## config.mk

```make
export PLATFORM = sky130hd
export DESIGN_NAME = shift_add_multiplier
export DESIGN_NICKNAME = d
export VERILOG_FILES = /design/src/rtl/shift_add_multiplier.sv
export SDC_FILE = /design/constraint.sdc
export NUM_CORES = 1
export LEC_CHECK = 0
export CAP_MARGIN = 20
export CORE_ASPECT_RATIO = 1.1
export CORE_MARGIN = 3
export CORE_UTILIZATION = 58
export CTS_BUF_LIST = sky130_fd_sc_hd__clkbuf_4 sky130_fd_sc_hd__clkbuf_8
export DETAILED_ROUTE_END_ITERATION = 10
export GPL_TIMING_DRIVEN = 0
export HOLD_SLACK_MARGIN = 0.03
export PLACE_DENSITY = 0.85
export SLEW_MARGIN = 10
export SYNTH_ARGS = -nofsm -noshare
export SYNTH_HDL_FRONTEND = slang
export SYNTH_SLANG_ARGS = --single-unit
export TNS_END_PERCENT = 1
```

## constraint.sdc

```tcl
create_clock -name clk -period 4.1 [get_ports clk]
set_clock_uncertainty 0.05 [all_clocks]
set_input_delay 0.615 -clock clk [delete_from_list [all_inputs] [get_ports clk]]
set_output_delay 0.615 -clock clk [all_outputs]
set_load 0.05 [all_outputs]
```

## src/rtl/shift_add_multiplier.sv

```systemverilog
// Signed WIDTH x WIDTH -> 2*WIDTH multiplier, one shift-add step per clock, sign-magnitude internally.
// Latency: start edge k -> done pulse in the cycle after edge k+WIDTH+1 (early exit shortens RUN).
// Backpressure: start is taken only in IDLE with done low; busy covers the whole operation.
// Optional: define MUL_EARLY_EXIT_EN to finish as soon as the remaining multiplier bits are all zero.
module shift_add_multiplier #(
  parameter int WIDTH = 64
) (
  input  logic             clk,
  input  logic             reset,
  input  logic             start,
  input  logic [WIDTH-1:0] multiplicand,
  input  logic [WIDTH-1:0] multiplier,
  output logic [WIDTH-1:0] product_hi,
  output logic [WIDTH-1:0] product_lo,
  output logic             busy,
  output logic             done
);

  localparam int CW = $clog2(WIDTH + 1);

  typedef enum logic [1:0] {IDLE, RUN, FINISH} state_t;

  state_t             state;
  logic [WIDTH-1:0]   mcand;   // |A|
  // Upper half is the partial-sum accumulator; the lower half starts as |B| and
  // fills with finished product bits as the multiplier bits are shifted out.
  logic [2*WIDTH-1:0] acc;
  logic               neg;
  logic [CW-1:0]      count;   // RUN steps still to do, including the current one

  logic [WIDTH-1:0]   a_mag;
  logic [WIDTH-1:0]   b_mag;
  logic [WIDTH:0]     sum;     // accumulator add with its carry bit
  logic [2*WIDTH-1:0] stepped;
  logic [2*WIDTH-1:0] signed_prod;

  // Operand magnitudes, one add-and-shift step, and the final sign fix-up
  always_comb begin
    a_mag       = multiplicand[WIDTH-1] ? (~multiplicand + WIDTH'(1)) : multiplicand;
    b_mag       = multiplier[WIDTH-1]   ? (~multiplier   + WIDTH'(1)) : multiplier;
    sum         = {1'b0, acc[2*WIDTH-1:WIDTH]} + (acc[0] ? {1'b0, mcand} : {(WIDTH+1){1'b0}});
    stepped     = {sum, acc[WIDTH-1:1]};
    signed_prod = neg ? (~acc + (2*WIDTH)'(1)) : acc;
  end

`ifdef MUL_EARLY_EXIT_EN
  logic [WIDTH-1:0] rem_mask;
  logic             rem_zero;

  // After this step, count-1 multiplier bits remain; if all are zero the rest
  // of the run would only shift, so do that shift in one go.
  always_comb begin
    rem_mask = (WIDTH'(1) << (count - CW'(1))) - WIDTH'(1);
    rem_zero = (((acc[WIDTH-1:0] >> 1) & rem_mask) == '0);
  end
`endif

  // Control FSM with registered handshake and product outputs
  always_ff @(posedge clk) begin
    if (reset) begin
      state      <= IDLE;
      mcand      <= '0;
      acc        <= '0;
      neg        <= 1'b0;
      count      <= '0;
      product_hi <= '0;
      product_lo <= '0;
      busy       <= 1'b0;
      done       <= 1'b0;
    end else begin
      case (state)
        IDLE: begin
          done <= 1'b0;
          // The done cycle still belongs to the finishing operation, so a start
          // seen alongside done is dropped.
          if (start && !done) begin
            mcand <= a_mag;
            acc   <= {{WIDTH{1'b0}}, b_mag};
            neg   <= multiplicand[WIDTH-1] ^ multiplier[WIDTH-1];
            count <= CW'(WIDTH);
            busy  <= 1'b1;
            state <= RUN;
          end
        end
        RUN: begin
          count <= count - CW'(1);
          if (count == CW'(1)) begin
            acc   <= stepped;
            state <= FINISH;
          end else begin
`ifdef MUL_EARLY_EXIT_EN
            if (rem_zero) begin
              acc   <= stepped >> (count - CW'(1));
              state <= FINISH;
            end else begin
              acc <= stepped;
            end
`else
            acc <= stepped;
`endif
          end
        end
        FINISH: begin
          {product_hi, product_lo} <= signed_prod;
          done  <= 1'b1;
          busy  <= 1'b0;
          state <= IDLE;
        end
        default: state <= IDLE;
      endcase
    end
  end

endmodule

```

======== Yosys cells after proc, flatten, opt, wreduce, memory -nomap -nowiden ========
Cells that the tools add are included.
cells by class
  reduce and logical (&&, ||, !) cells .... 9
  add/subtract/negate cells ............... 5
  bitwise logic cells ..................... 4
  equality and inequality tests ........... 5
  mux-type cells .......................... 14
operator list
  kind                     number
  $mux 128                 2
  $pmux 128 s2             1
  $mux 64                  3
  $add 128x1->128 const B  1
  $add 64x1->64 const B    2
  $not 128->128            1
  $not 64->64              2
  $add 64x64->65           1
  $pmux 7 s2               1
  $reduce_and 2->1         4
  $eq 7x1->1 const B       1
  $mux 7                   1
  $sub 7x1->7 const B      1
  $mux 2                   2
  $ne 2x2->1 const B       2
  $pmux 1 s2               2
  $pmux 2 s2               1
  $reduce_bool 2->1        2
  $eq 2x1->1 const B       1
  $eq 2x2->1 const B       1
  $logic_not 2->1          1
  $logic_and 1x1->1        1
  $logic_not 1->1          1
  $mux 1                   1
  $xor 1x1->1              1
word-level totals
  logic and storage cells ................. 46
  bits in registers ....................... 332
  output and inout bits ................... 130
  input port bits ......................... 131

======== Depth between registers and ports, before layout ========
  depth after elaboration ................. 5
  depth in mapped cells ................... 15
  mapped depth without buffers ............ 14

======== Worst setup path before layout ========
No wires, ideal clock.
  path type ............................... register -> register
  from .................................... register acc[14]
  to ...................................... register product_hi[57]
  clock period less this slack ............ 3.763 ns
  cell stages (with the launch flop) ...... 13
  data arrival time ....................... 3.588 ns
  setup time .............................. 0.125 ns
  buffers on the path ..................... 2
  path slack .............................. 0.337 ns
  required time ........................... 3.925 ns
  path through ............................ dfxtp_1 or4_4 or4_1 buf_2 or4_4 buf_6 or3_4 nor2_4 nand2_2 or4_4 o41ai_4 xor2_1 o21ai_1
on the way
  longest elaborated chain between the ends .. 3
RTL lines
  element                 RTL line  text
  start, declared         27        logic [2*WIDTH-1:0] acc;
  start signal, assigned  78        acc <= {{WIDTH{1'b0}}, b_mag};
  start signal, assigned  88        acc <= stepped;
  start signal, assigned  99        acc <= stepped;
  $not 128->128           43        signed_prod = neg ? (~acc + (2*WIDTH)'(1)) : acc;
  $add 128x1->128         43
  $mux 128                43
  end signal, assigned    104       {product_hi, product_lo} <= signed_prod;
  end, declared           13        output logic [WIDTH-1:0] product_hi,
No other way between the ends.
A chain may end at the register's enable or synchronous reset.

======== Final worst setup path ========
  from .................................... register acc[15]
  to ...................................... register product_hi[38]
Same word-level chain as after synthesis.

==> impl_summary.log <==
[metrics] most used cells in the layout excluding fill and tap cells: sky130_fd_sc_hd__nand2_1, sky130_fd_sc_hd__dfxtp_1, sky130_fd_sc_hd__clkdlybuf4s50_1, sky130_fd_sc_hd__nor2_1, sky130_fd_sc_hd__o21ai_0
[metrics] Cells after Synth: 2742
[metrics] critical path launch point type: flop
[metrics] portion of synthesized cell area occupied by the leading cell type: 31.6%
[metrics] fraction of power consumed by combinational cells: 20.2%
[metrics] Die Wd: 187 µm
[metrics] clock root buffer: sky130_fd_sc_hd__clkbuf_8
[metrics] Layout Nets: 3272
[metrics] time the worst path needs with I/O delays and setup: 4180 ps
[metrics] final worst setup slack: -78.9 ps
[metrics] failing checks: negative setup slack
[metrics] total power per unit cell area: 343 mW/mm²
[metrics] length of the first detailed-routing pass in iterations: 6
[metrics] number of DRC violations after detailed routing: 0
[metrics] routed wire length per instance: 23.7 µm
[metrics] layout cell share with drive strength beyond 1: 6.42%
[metrics] biggest area contributors in the synthesized netlist: sky130_fd_sc_hd__dfxtp_1, sky130_fd_sc_hd__xor2_1, sky130_fd_sc_hd__nand2_1
[metrics] count of input and output buffers: 257
[metrics] most common library cell in the layout ignoring fill and taps: sky130_fd_sc_hd__nand2_1
[metrics] Sequential Area: 0.00665 mm²
[metrics] effective utilization at floorplan: 59.2%
[metrics] worst path arrival time: 4640 ps
[metrics] post-route fraction of the period consumed by the critical path: 102%
[metrics] area of the multi-input gates: 0.0138 mm²
[metrics] H-tree depth: 2
[metrics] Yosys top cell by area: sky130_fd_sc_hd__dfxtp_1
[metrics] Int Pwr: 6.07 mW
[metrics] via count: 23600
[metrics] remaining antenna violation count: 0
[metrics] CTS clk-pin slew, worst paths: 70 ps
[metrics] kind of critical path: flop to flop
[metrics] synthesized cell area: 0.0210 mm²
[metrics] primary flip-flop cell chosen by synthesis mapping: sky130_fd_sc_hd__dfxtp_1
[metrics] Worst Path Max Fanout: 7
[metrics] Slew Viols, Final: 0
[metrics] part of the total power dissipated in sequential elements: 39.8%
[metrics] leakage component of the power: 9.50 nW
[metrics] Placed Cells incl. Taps: 3480
[metrics] num rows: 72
[metrics] number of standard cells in the layout, taps in and fillers out: 3598
[metrics] total of fill cells in the finished design: 2725
[metrics] Max Root-Sink Buffers: 3
[metrics] mean area per synthesized cell: 7.66 µm²
[metrics] Critical Path End Type: flop
[metrics] Final setup violation count: 6
[metrics] tightest hold margin: 404 ps
[metrics] Synth Register Bits: 332
[metrics] worst hold-check path type: flop to flop
[metrics] number of violations reported at the end of detailed-routing iteration 0: 2992
[metrics] core box area: 0.0355 mm²
[metrics] outcome: finished, violations left
[metrics] die outline area: 0.0386 mm²
[metrics] global placer's final weighted congestion: 1.03
[metrics] count of distinct cell types in the synthesized netlist: 69
[metrics] CP Data Required Time: 4560 ps
[metrics] number of clock sinks: 332
[metrics] share of power burned in the clock network: 40.0%
[metrics] number of I/O pins: 261
[metrics] global-route wire length before repair: 126000 µm
[metrics] clock latency reported for the late side of the worst-skew pair: 670 ps
[metrics] worst-case vdd ir drop: 262 µV
[metrics] final HPWL from detailed placement: 65100 µm
[metrics] vias per cell: 6.56
[metrics] highest achievable clock rate: 239 MHz
[metrics] Synth-to-Final Area Change: 23.3%
[metrics] die height: 206 µm
[metrics] Routed Wire Length: 85200 µm
[metrics] pin count of the biggest net entering global routing: 15
[metrics] number of max-capacitance violations reported: 0
[metrics] final core utilization: 73.0%
[metrics] Synth Warn #: 0
[metrics] initial antenna violation count: 1
[metrics] RSZ-0062 raised after global routing: yes
[metrics] Sw Share: 31.7%
[metrics] GRT overflow: 0
[metrics] sw power: 2.81 mW
[metrics] total CTS buffers: 56
[metrics] vias in the first global route: 22600
[metrics] TritonCTS clock tree: built
[metrics] slew margin rel.: 27.6%
[metrics] ys async rst share: 0%
[metrics] fraction of the yosys area taken by sequential cells: 31.6%
[metrics] count of flip-flops with a built-in enable after synthesis: 0
[metrics] actual slew at the worst max-slew pin: 1090 ps
[metrics] Final Hold Vio Count: 0
[metrics] Synth Net Count: 2943
[metrics] global-route usage over all layers: 41.7%
## final timing paths
| check | from | to | slack, ps | cells after the start |
|---|---|---|---|---|
| worst max-delay path | acc[15]$_SDFFE_PP0P_ | product_hi[38]$_SDFFE_PP0P_ | -80 | 10 |
| worst min-delay path | mcand[57]$_SDFFE_PP0P_ | mcand[57]$_SDFFE_PP0P_ | 400 | 2 |
| worst max register to register | acc[15]$_SDFFE_PP0P_ | product_hi[38]$_SDFFE_PP0P_ | -80 | 10 |
| worst min register to register | mcand[57]$_SDFFE_PP0P_ | mcand[57]$_SDFFE_PP0P_ | 400 | 2 |
## critical path, cell delays in order (launching register included)
cell	delay (ps)
sky130_fd_sc_hd__dfxtp_4	370
sky130_fd_sc_hd__or4_4	560
sky130_fd_sc_hd__or4_4	430
sky130_fd_sc_hd__buf_6	150
sky130_fd_sc_hd__or4_1	690
sky130_fd_sc_hd__nor3_4	330
sky130_fd_sc_hd__nand4b_1	240
sky130_fd_sc_hd__or4_4	540
sky130_fd_sc_hd__o21ai_0	250
sky130_fd_sc_hd__xor2_1	270
sky130_fd_sc_hd__o21ai_0	120
## layer usage
metal,wire (µm),GRT usage [%]
met5,0,0
met1,31700,50.9
met4,5970,26.8
met3,9830,8.64
met2,37700,67.3
## through the flow
stage / setup TNS (ps) / setup WS, ps / instance area [µm²] / total power, mW
6_report: -205 / -78.9 / 25900 / 8.88
3_3_place_gp: -25710 / -902 / 24200 / 5.17
2_1_floorplan: 0 / 337 / 21000 / 4.55
4_1_cts: -155 / -55.6 / 25700 / 8.72
5_1_grt: -395 / -80.8 / 25900 / 9.08
3_5_place_dp: -31730 / -951 / 24200 / 5.22
## registers in the layout, summed over array words and instances (netlist names)
| name | cells |
|---|---|
| acc | 128 |
| mcand | 64 |
| product_hi | 64 |
| product_lo | 64 |
| count | 7 |
| state | 2 |
| busy | 1 |
| done | 1 |
| neg | 1 |
## repair_timing
item / 4_1_cts / 5_1_grt
hold endpoints to repair: 0 / 0
buffers inserted: 5 / 9
pin swaps: 6 / 7
resized for setup: 30 / 37
setup endpoints to repair: 64 / 50
hold buffers: 0 / 0
## kinds of logic after synthesis
family	Yosys count	share of synthesized area, %
compound gates	820	24.8
xor+xnor	295	12.3
fa+ha+maj	70	4.20
buf+inv	209	3.77
flops	332	31.6
mux	5	0.238
simple gates	1011	23.0
## power by group through the flow
stage | registers [mW] | logic (mW) | clock network, mW
floorplan | 3.57 | 0.980 | 0
global placement | 3.58 | 1.60 | 0
detailed placement | 3.58 | 1.64 | 0
CTS | 3.52 | 1.67 | 3.53
global route | 3.54 | 1.89 | 3.66
finish | 3.53 | 1.79 | 3.55
## layout make-up
| class | count | area share, % |
|---|---|---|
| flip-flops and latches | 332 | 25.7 |
| plain buffers | 173 | 2.61 |
| well taps | 481 | 2.32 |
| inverters | 35 | 0.507 |
| diodes | 2 | 0.0193 |
| clock inverters | 16 | 0.826 |
| multi-input cells | 2201 | 53.4 |
| repair buffers | 272 | 10.4 |
| clock buffers | 86 | 4.33 |
## cell usage after synthesis, drive strengths merged, types with 3 or more instances
master and count:
a211oi 116, a21boi 7, a21o 24, a21oi 177, a221oi 6, a22o 11
a22oi 58, a311oi 3, a31oi 22, and2 68, and3 19, buf 18
clkbuf 156, dfxtp 332, ha 69, inv 34, mux2i 5, nand2 358
nand2b 26, nand3 60, nand3b 3, nand4 27, nand4b 3, nor2 233
nor2b 12, nor3 50, nor4 30, nor4b 7, o211ai 5, o21a 10
o21ai 231, o21bai 13, o22ai 12, o31ai 69, o41ai 40, or2 19
or3 46, or4 41, or4b 4, xnor2 103, xor2 192
Power figures use the tool's default switching activity.
